File: src/rtl/bsearch_finder_if.sv
// Comparator-side bundle for bsearch_finder: start request, GT/EQ/LT verdict,
// candidate guess and search results.
interface bsearch_finder_if #(
  parameter int unsigned WIDTH = 4,
  parameter int unsigned STEPW = $clog2(WIDTH + 2)
);
  logic             inStart;
  logic             inGT;
  logic             inEQ;
  logic             inLT;
  logic [WIDTH-1:0] outGuess;
  logic             outBusy;
  logic             outDone;
  logic             outFound;
  logic             outError;
  logic [WIDTH-1:0] outValue;
  logic [STEPW-1:0] outSteps;

  modport master (
    input  inStart, inGT, inEQ, inLT,
    output outGuess, outBusy, outDone, outFound, outError, outValue, outSteps
  );

  modport slave (
    output inStart, inGT, inEQ, inLT,
    input  outGuess, outBusy, outDone, outFound, outError, outValue, outSteps
  );
endinterface

File: src/rtl/bsearch_finder.sv
// Binary-search initiator: drives a candidate into a magnitude comparator and
// narrows [lo, hi] from the GT/EQ/LT verdict until the target is located.
module bsearch_finder #(
  parameter int unsigned WIDTH = 4,
  parameter int unsigned STEPW = $clog2(WIDTH + 2)
) (
  input logic            clk,
  input logic            reset,
  bsearch_finder_if.master bus
);

  typedef enum logic [1:0] {
    S_IDLE  = 2'd0,
    S_GUESS = 2'd1,
    S_CHECK = 2'd2,
    S_DONE  = 2'd3
  } state_t;

  localparam logic [WIDTH:0]   ONE_W = (WIDTH + 1)'(1);
  localparam logic [STEPW-1:0] ONE_S = STEPW'(1);

  state_t           state_q, state_d;
  logic [WIDTH:0]   lo_q, lo_d;
  logic [WIDTH:0]   hi_q, hi_d;
  logic [WIDTH-1:0] guess_q, guess_d;
  logic             found_q, found_d;
  logic             error_q, error_d;
  logic [WIDTH-1:0] value_q, value_d;
  logic [STEPW-1:0] steps_q, steps_d;
  logic [WIDTH:0]   guess_ext;
  logic [2:0]       verdict;

  assign guess_ext = {1'b0, guess_q};
  assign verdict   = {bus.inGT, bus.inEQ, bus.inLT};

  always_comb begin
    state_d = state_q;
    lo_d    = lo_q;
    hi_d    = hi_q;
    guess_d = guess_q;
    found_d = found_q;
    error_d = error_q;
    value_d = value_q;
    steps_d = steps_q;

    unique case (state_q)
      S_IDLE, S_DONE: begin
        if (bus.inStart) begin
          lo_d    = '0;
          hi_d    = {1'b0, {WIDTH{1'b1}}};
          found_d = 1'b0;
          error_d = 1'b0;
          value_d = '0;
          steps_d = '0;
          state_d = S_GUESS;
        end
      end

      S_GUESS: begin
        // lo <= hi <= 2^WIDTH-1 here, so the sum cannot overflow WIDTH+1 bits
        guess_d = WIDTH'((lo_q + hi_q) >> 1);
        state_d = S_CHECK;
      end

      S_CHECK: begin
        steps_d = steps_q + ONE_S;
        unique case (verdict)
          3'b010: begin
            found_d = 1'b1;
            value_d = guess_q;
            state_d = S_DONE;
          end
          3'b100: begin
            // a GT verdict at guess 0 leaves nothing below; hi would wrap
            if (guess_q == '0) begin
              state_d = S_DONE;
            end else begin
              hi_d    = guess_ext - ONE_W;
              state_d = (lo_q > hi_d) ? S_DONE : S_GUESS;
            end
          end
          3'b001: begin
            lo_d    = guess_ext + ONE_W;
            state_d = (lo_d > hi_q) ? S_DONE : S_GUESS;
          end
          default: begin
            error_d = 1'b1;
            found_d = 1'b0;
            state_d = S_DONE;
          end
        endcase
      end

      default: state_d = S_IDLE;
    endcase
  end

  always_ff @(posedge clk or posedge reset) begin
    if (reset) begin
      state_q <= S_IDLE;
      lo_q    <= '0;
      hi_q    <= '0;
      guess_q <= '0;
      found_q <= 1'b0;
      error_q <= 1'b0;
      value_q <= '0;
      steps_q <= '0;
    end else begin
      state_q <= state_d;
      lo_q    <= lo_d;
      hi_q    <= hi_d;
      guess_q <= guess_d;
      found_q <= found_d;
      error_q <= error_d;
      value_q <= value_d;
      steps_q <= steps_d;
    end
  end

  assign bus.outGuess = guess_q;
  assign bus.outBusy  = (state_q == S_GUESS) || (state_q == S_CHECK);
  assign bus.outDone  = (state_q == S_DONE);
  assign bus.outFound = found_q;
  assign bus.outError = error_q;
  assign bus.outValue = value_q;
  assign bus.outSteps = steps_q;

endmodule

File: src/flat_wrapper.sv
// flat-port wrapper written by rule: the top's interface ports become plain ports
module bsearch_finder_flat 
#(
  parameter int unsigned WIDTH = 4,
  parameter int unsigned STEPW = $clog2(WIDTH + 2)
)
  (clk, reset, bus_inStart, bus_inGT, bus_inEQ, bus_inLT, bus_outGuess, bus_outBusy, bus_outDone, bus_outFound, bus_outError, bus_outValue, bus_outSteps);
  bsearch_finder_if #(.WIDTH(WIDTH), .STEPW(STEPW)) bus_i ();
  input logic clk;
  input logic reset;
  input wire logic [$bits(bus_i.inStart)-1:0] bus_inStart;
  input wire logic [$bits(bus_i.inGT)-1:0] bus_inGT;
  input wire logic [$bits(bus_i.inEQ)-1:0] bus_inEQ;
  input wire logic [$bits(bus_i.inLT)-1:0] bus_inLT;
  output wire logic [$bits(bus_i.outGuess)-1:0] bus_outGuess;
  output wire logic [$bits(bus_i.outBusy)-1:0] bus_outBusy;
  output wire logic [$bits(bus_i.outDone)-1:0] bus_outDone;
  output wire logic [$bits(bus_i.outFound)-1:0] bus_outFound;
  output wire logic [$bits(bus_i.outError)-1:0] bus_outError;
  output wire logic [$bits(bus_i.outValue)-1:0] bus_outValue;
  output wire logic [$bits(bus_i.outSteps)-1:0] bus_outSteps;
  assign bus_i.inStart = bus_inStart;
  assign bus_i.inGT = bus_inGT;
  assign bus_i.inEQ = bus_inEQ;
  assign bus_i.inLT = bus_inLT;
  assign bus_outGuess = bus_i.outGuess;
  assign bus_outBusy = bus_i.outBusy;
  assign bus_outDone = bus_i.outDone;
  assign bus_outFound = bus_i.outFound;
  assign bus_outError = bus_i.outError;
  assign bus_outValue = bus_i.outValue;
  assign bus_outSteps = bus_i.outSteps;
  bsearch_finder #(.WIDTH(WIDTH), .STEPW(STEPW)) u_core (.clk(clk), .reset(reset), .bus(bus_i));
endmodule
File: config.mk
export PLATFORM = sky130hd
export DESIGN_NAME = bsearch_finder_flat
export DESIGN_NICKNAME = d
export VERILOG_FILES = /design/src/rtl/bsearch_finder_if.sv /design/src/rtl/bsearch_finder.sv /design/src/flat_wrapper.sv
export SDC_FILE = /design/constraint.sdc
export NUM_CORES = 1
export LEC_CHECK = 0
export ABC_CLOCK_PERIOD_IN_PS = 2000
export CAP_MARGIN = 10
export CORE_MARGIN = 3
export CORE_UTILIZATION = 50
export CTS_CLUSTER_SIZE = 12
export DETAILED_ROUTE_END_ITERATION = 8
export GPL_TIMING_DRIVEN = 0
export PLACE_DENSITY = 0.75
export SYNTH_ARGS = -nofsm -noshare
export SYNTH_HDL_FRONTEND = slang
export SYNTH_SLANG_ARGS = --single-unit
File: constraint.sdc
create_clock -name clk -period 2 [get_ports clk]
set_input_delay 0.3 -clock clk [delete_from_list [all_inputs] [get_ports clk]]
set_output_delay 0.3 -clock clk [all_outputs]
set_load 0.005 [all_outputs]
==> load_flow_metrics.sql, run 1 <==
INSERT INTO impl_metrics (metric_group, metric, value, unit) VALUES
('worst_setup_path', 'critical_path_required', '2230', 'ps'),
('pwr', 'power_switching', '0.001291', 'W'),
('layout', 'final_cell_mix', '22 x dfrtp_1, 19 x clkdlybuf4s50_1, 13 x inv_1, 13 x ha_1, 12 x nor2_1', ''),
('detailed_routing', 'route.vias.total', '1555', ''),
('floorplan', 'initial_core_util', '0.5312', ''),
('layout', 'finish.instance_area', '0.002260', 'mm2'),
('worst_setup_path', 'crit_path_cell_trace', 'buf_6 > nor3_2 > xnor2_1 > ha_1 > nand2_1 > o211ai_1 > a21oi_1 > a311o_1', ''),
('cts', 'cts_inserted_buffers', '3', ''),
('pwr', 'cellPowerDensity', '1322', 'mW/mm2'),
('floorplan', 'floorplan_die_width', '66.01', 'um'),
('sta', 'finalCriticalPeriod', '1972', 'ps'),
('logic_synthesis', 'synth_async_sr_flop_share', '1.000', ''),
('sta', 'final_max_slew_viol_count', '0', ''),
('place', 'number_of_input_and_output_port_buffers_inserted', '19', ''),
('floorplan', 'floorplan.die.height', '66.01', 'um'),
('worst_setup_path', 'startpoint_type', 'flip-flop', ''),
('logic_synthesis', 'synth-edff-count', '0', ''),
('outcome', 'status', 'completed', ''),
('place', 'dp_worst_setup_slack', '-187.5', 'ps'),
('place', 'routabilityCongestion', '0.9035', ''),
('pwr', 'pwr-share-clk', '0.079', ''),
('logic_synthesis', 'ys_warn_count', '0', ''),
('pwr', 'p_int', '0.001696', 'W'),
('sta', 'final_clock_period_utilization_by_the_worst_path', '0.9860', ''),
('global_route', 'grt_pass1_wl', '7.583', 'mm'),
('cts', 'clockBufferDepth', '2', ''),
('hold_path', 'timing.hold.worst.start', 'bus_inEQ', ''),
('sta', 'worstMarginPinSlew', '1005', 'ps'),
('worst_setup_path', 'worstSetupEndpointType', 'flip-flop', ''),
('run', 'drv_cap', '0', ''),
('pwr', 'vdd.ir_drop.worst', '0.0007919', 'V'),
('cts', 'tritoncts_num_sinks', '25', ''),
('place', 'placement.cell_area', '0.002062', 'mm2'),
('layout', 'area_delta_synth_final', '25.50', '%'),
('logic_synthesis', 'synth.lib_cells_used.distinct', '47', ''),
('layout', 'final_standard_cell_count_with_taps_included_and_fillers_excluded', '268', ''),
('sta', 'setup_skew', '4.566', 'ps'),
('cts', 'root_buffer', 'clkbuf_4', ''),
('worst_setup_path', 'worst_r2r_endpoint', 'u_core.state_q[1]', ''),
('logic_synthesis', 'syn_inst', '192', ''),
('logic_synthesis', 'synth.net_count', '219', ''),
('worst_setup_path', 'worst_setup_path_startpoint', 'u_core.bus.outGuess[0]', ''),
('layout', 'insertedDiodeCount', '0', ''),
('layout', 'mostFrequentLayoutCell', 'dfrtp_1', ''),
('logic_synthesis', 'post_synth_instance_area', '0.001800', 'mm2'),
('worst_setup_path', 'ff2ff_path_depth', '8', ''),
('detailed_routing', 'routedWlPerCell', '16.84', 'um'),
('detailed_routing', 'postRouteWirelength', '4.512', 'mm'),
('floorplan', 'io_pins', '21', ''),
('worst_setup_path', 'worstPathArrival', '2200', 'ps'),
('floorplan', 'dieArea', '0.004357', 'mm2'),
('global_route', 'gr-total-overflow', '0', ''),
('hold_path', 'hp-class', 'in -> reg', ''),
('layout', 'layout.nets', '250', ''),
('global_route', 'grt_start_max_net_pins', '26', ''),
('logic_synthesis', 'syn_area_per_cell', '9.377', 'um2'),
('worst_setup_path', 'worstSetupPathType', 'reg -> reg', ''),
('worst_setup_path', 'reg2reg_setup_slack', '30', 'ps'),
('global_route', 'antenna_found_initial', '0', ''),
('cts', 'clock_tree.htree_level_count', '1', ''),
('place', 'placed_cells_incl_taps', '257', ''),
('global_route', 'grt_usage', '0.2265', ''),
('worst_setup_path', 'critical-path-slowest-cell', 'dfrtp_2', ''),
('worst_setup_path', 'timing_endpoint_of_the_critical_path', 'u_core.state_q[1]', ''),
('detailed_routing', 'detail_route.iter0.violations', '108', ''),
('worst_setup_path', 'critical_path.reg2reg.startpoint', 'u_core.bus.outGuess[0]', ''),
('pwr', 'power_switching_share', '0.4322', ''),
('layout', 'drive_gt1_frac', '0.1892', ''),
('sta', 'fmax', '507.1', 'MHz'),
('detailed_routing', 'first_pass_iters', '5', ''),
('sta', 'setup_total_negative_slack', '0', 'ps');
==> sequential cells by signal, indices dropped and copies added (netlist names) <==
register and cells:
u_core.bus.outValue 4, u_core.hi_q 5, u_core.bus.outError 1, u_core.lo_q 5, u_core.bus.outFound 1, u_core.state_q 2, u_core.bus.outSteps 3, u_core.bus.outGuess 4
==> repair_timing <==
| action | 4_1_cts | 5_1_grt |
|---|---|---|
| endpoints found under the setup margin | 14 | 6 |
| setup buffers | 7 | 2 |
| resized for setup | 10 | 16 |
| pin swaps | 1 | 5 |
==> critical path: cells and delay by family (launching register included) <==
family                     cells  cell delay, ps
AOI/OAI and AO/OA              3             530
DFF                            1             490
adders and majority gates      1             310
and+or+nand+nor                2             280
buffers and inverters          1             140
xor gates and xnor gates       1             120
==> cell type report <==
class                   count  area, um2
repair buffers             28      261.5
clock inverters             1      5.005
inverters                  17      66.31
well taps                  46      57.56
plain buffers               7      30.03
multi-input cells         141       1187
clock buffers               3      22.52
fillers                   276       1130
flip-flops and latches     25      629.4
==> per-layer routing <==
layer  wire [um]  part of all wire  vias up  global-route usage
met5           0                 0        -                   0
met4         150             0.033        0             0.09645
met3         191             0.042       13             0.02721
met2        2189              0.49       41              0.3742
met1        1980              0.44      750              0.2980
li1            -                 -      751                   -
==> logic make-up after synthesis <==
| group | share of synthesized area |
|---|---|
| compound gates | 0.2022 |
| simple gates | 0.1710 |
| xor+xnor | 0.04378 |
| buf+inv | 0.05490 |
| flops | 0.3475 |
| mux | 0.03058 |
| fa+ha+maj | 0.1501 |
==> power by group through the flow <==
stage | sequential (W) | combinational, W | clock [W]
floorplan | 0.000779 | 0.00104 | 0
global placement | 0.000798 | 0.00153 | 0
detailed placement | 0.000810 | 0.00157 | 0
CTS | 0.000803 | 0.00179 | 0.000244
global route | 0.000840 | 0.00214 | 0.000262
finish | 0.000819 | 0.00193 | 0.000237
==> synthesized netlist by cell type, types with 3 or more instances <==
cell type  instances  area share
dfrtp_1           25        0.35
ha_1              20        0.14
inv_1             17       0.035
nor2_1            12       0.025
a21oi_1           11       0.031
a22o_1            10       0.049
nand2_1            9       0.019
o21ai_0            9       0.025
nand3_1            8       0.022
xnor2_1            8       0.039
clkbuf_1           7       0.015
nor2b_1            5       0.017
a22oi_1            4       0.017
mux2i_1            3       0.017
nand2b_1           3       0.010
nor3b_1            3       0.013
==> stage by stage <==
step / hold WS, ps / utilization
after detailed placement: 506.2 / 0.6083
final: 468.5 / 0.6667
after floorplan: 327.3 / -
after CTS: 454.3 / 0.6423
after global routing: 490.2 / 0.6667
after global placement: 495.0 / 0.6083
==> worst min path at each step <==
| stage | to | slack, ps | cells after the start |
|---|---|---|---|
| global placement | u_core.bus.outFound | 490 | 2 |
| detailed placement | u_core.bus.outError | 510 | 2 |
| CTS | u_core.lo_q[2] | 450 | 4 |
| floorplan | u_core.bus.outError | 330 | 1 |
| global route | u_core.lo_q[3] | 490 | 4 |
| finish | u_core.lo_q[2] | 470 | 4 |
No activity file was read; power rests on OpenSTA's default activity.
==> run 2: changes to the inputs <==
--- a/config.mk
+++ b/config.mk
@@ -12,6 +12,7 @@
 export CTS_CLUSTER_SIZE = 12
 export DETAILED_ROUTE_END_ITERATION = 8
 export GPL_TIMING_DRIVEN = 0
+export HOLD_SLACK_MARGIN = 0.08
 export PLACE_DENSITY = 0.75
 export SYNTH_ARGS = -nofsm -noshare
 export SYNTH_HDL_FRONTEND = slang
==> results of run 2 <==
Final layout, timing and power as in run 1 (identical DEF).
==> edit (settings of run 1) <==
Make the reset (`reset`) synchronous in one clocked block.
--- a/src/rtl/bsearch_finder.sv
+++ b/src/rtl/bsearch_finder.sv
@@ -96,5 +96,5 @@
   end
 
-  always_ff @(posedge clk or posedge reset) begin
+  always_ff @(posedge clk) begin
     if (reset) begin
       state_q <= S_IDLE;
Check against the original RTL: differs if reset is asserted again (counterexample within 4 cycles, from zero or initial values and one cycle with reset high); with reset held inactive, the same outputs for 10 cycles.
==> edit against run 1 <==
Sequential cell count did not move. Count of clock-buffer cells in the layout is 1 higher. Final area shrank 12%. Worst setup slack improved by 8.0 ps. Wire length is 13% lower. Clock skew about the same. Area after synthesis shrank 12%. Critical path type unchanged.
Power is not compared: it rests on default switching activity, and its combinational part moved more than twofold at a synthesized area within 25%.
==> edit: results (changes against run 1) <==
Synth
The share of flip-flops with an asynchronous set or reset was 0% (was 100%). The sequential element share of the synthesized area was 31.5% (was 34.7%). Top post-synthesis cells by area: sky130_fd_sc_hd__dfxtp_1 (31%), sky130_fd_sc_hd__ha_1 (16%), sky130_fd_sc_hd__nor2_1 (8.3%) (was sky130_fd_sc_hd__dfrtp_1 (35%), sky130_fd_sc_hd__ha_1 (14%), sky130_fd_sc_hd__a22o_1 (4.9%)).

Place
The final weighted congestion in routability-driven placement came to 0.927 (was 0.904). The total instance count after detailed placement is 253 (was 257).

Setup path
The master of the slowest instance on the critical path is sky130_fd_sc_hd__dfxtp_4 (was sky130_fd_sc_hd__dfrtp_2). The cell type group with the largest total delay on the critical path was adder cells (was compound AO/OA/AOI/OAI gates). The beginning of the critical path is u_core.bus.outGuess[0] (unchanged). The maximum fanout along the worst path came to 7 (was 4).

The worst reg2reg path depth was 9 (was 8).

Detailed routing
The routed metal-1 wire length is 1.84 mm (was 1.98 mm). The DRC marker count from the first detailed-route iteration is 75 (was 108). The total met2 wirelength after detailed routing is 1.85 mm (was 2.19 mm).

The post-detailed-route via-to-cell ratio is 5.64 (was 5.80). The via count is 1,472 (was 1,555).

Global routing
The number of global-route vias before repair was 1,413 (was 1,582). The met1 capacity usage during global routing is 28.6% (was 29.8%). The overall routing resource usage is 21.0% (was 22.6%). The wire length of the first global-routing pass is 6.62 mm (was 7.58 mm). The largest net degree at the start of global routing is 14 (was 26).

Hold path
The hold-critical path endpoint is u_core.bus.outGuess[0] (was u_core.lo_q[2]). The worst min-delay path startpoint is reset (was bus_inEQ).

Final layout
The net count reported at finish was 247 (was 250). The count of fill cells added during filler insertion is 244 (was 276).

Timing
The worst path setup slack after routing is 36.0 ps (was 27.9 ps). The largest clock skew in the final design was 4.70 ps (was 4.57 ps).

Status
Outcome: completed (unchanged).

Clock network
The number of setup buffers added after CTS is 0 (was 7). The post-cts repair resize count is 9 (was 10).
[edit: per-stage QoR]
stage                     instance area (um^2)  utilization [%]  hold WS (ps)
after floorplan                           1590                -           486
after global placement                    1830             63.2           484
after detailed placement                  1830             63.2           488
after CTS                                 1890             65.3           398
after global routing                      2000             68.9           420
final                                     2000             68.9           411
[edit: area by class of cell]
cell class              count  area share (%)
repair buffers             25            11.9
multi-input cells         145            54.4
clock buffers               4            1.31
inverters                  14            2.82
plain buffers               6            1.57
well taps                  42            2.63
flip-flops and latches     25            25.4
[edit: cell families (layout without fill, tap and decap cells)]
logic type / Yosys count / in the layout / share of synthesized area, %
simple gates: 71 / 71 / 21.4
xor+xnor: 11 / 11 / 6.06
buf+inv: 22 / 49 / 5.75
compound gates: 38 / 38 / 15.5
fa+ha+maj: 21 / 21 / 17.0
mux: 4 / 4 / 2.76
flops: 25 / 25 / 31.5
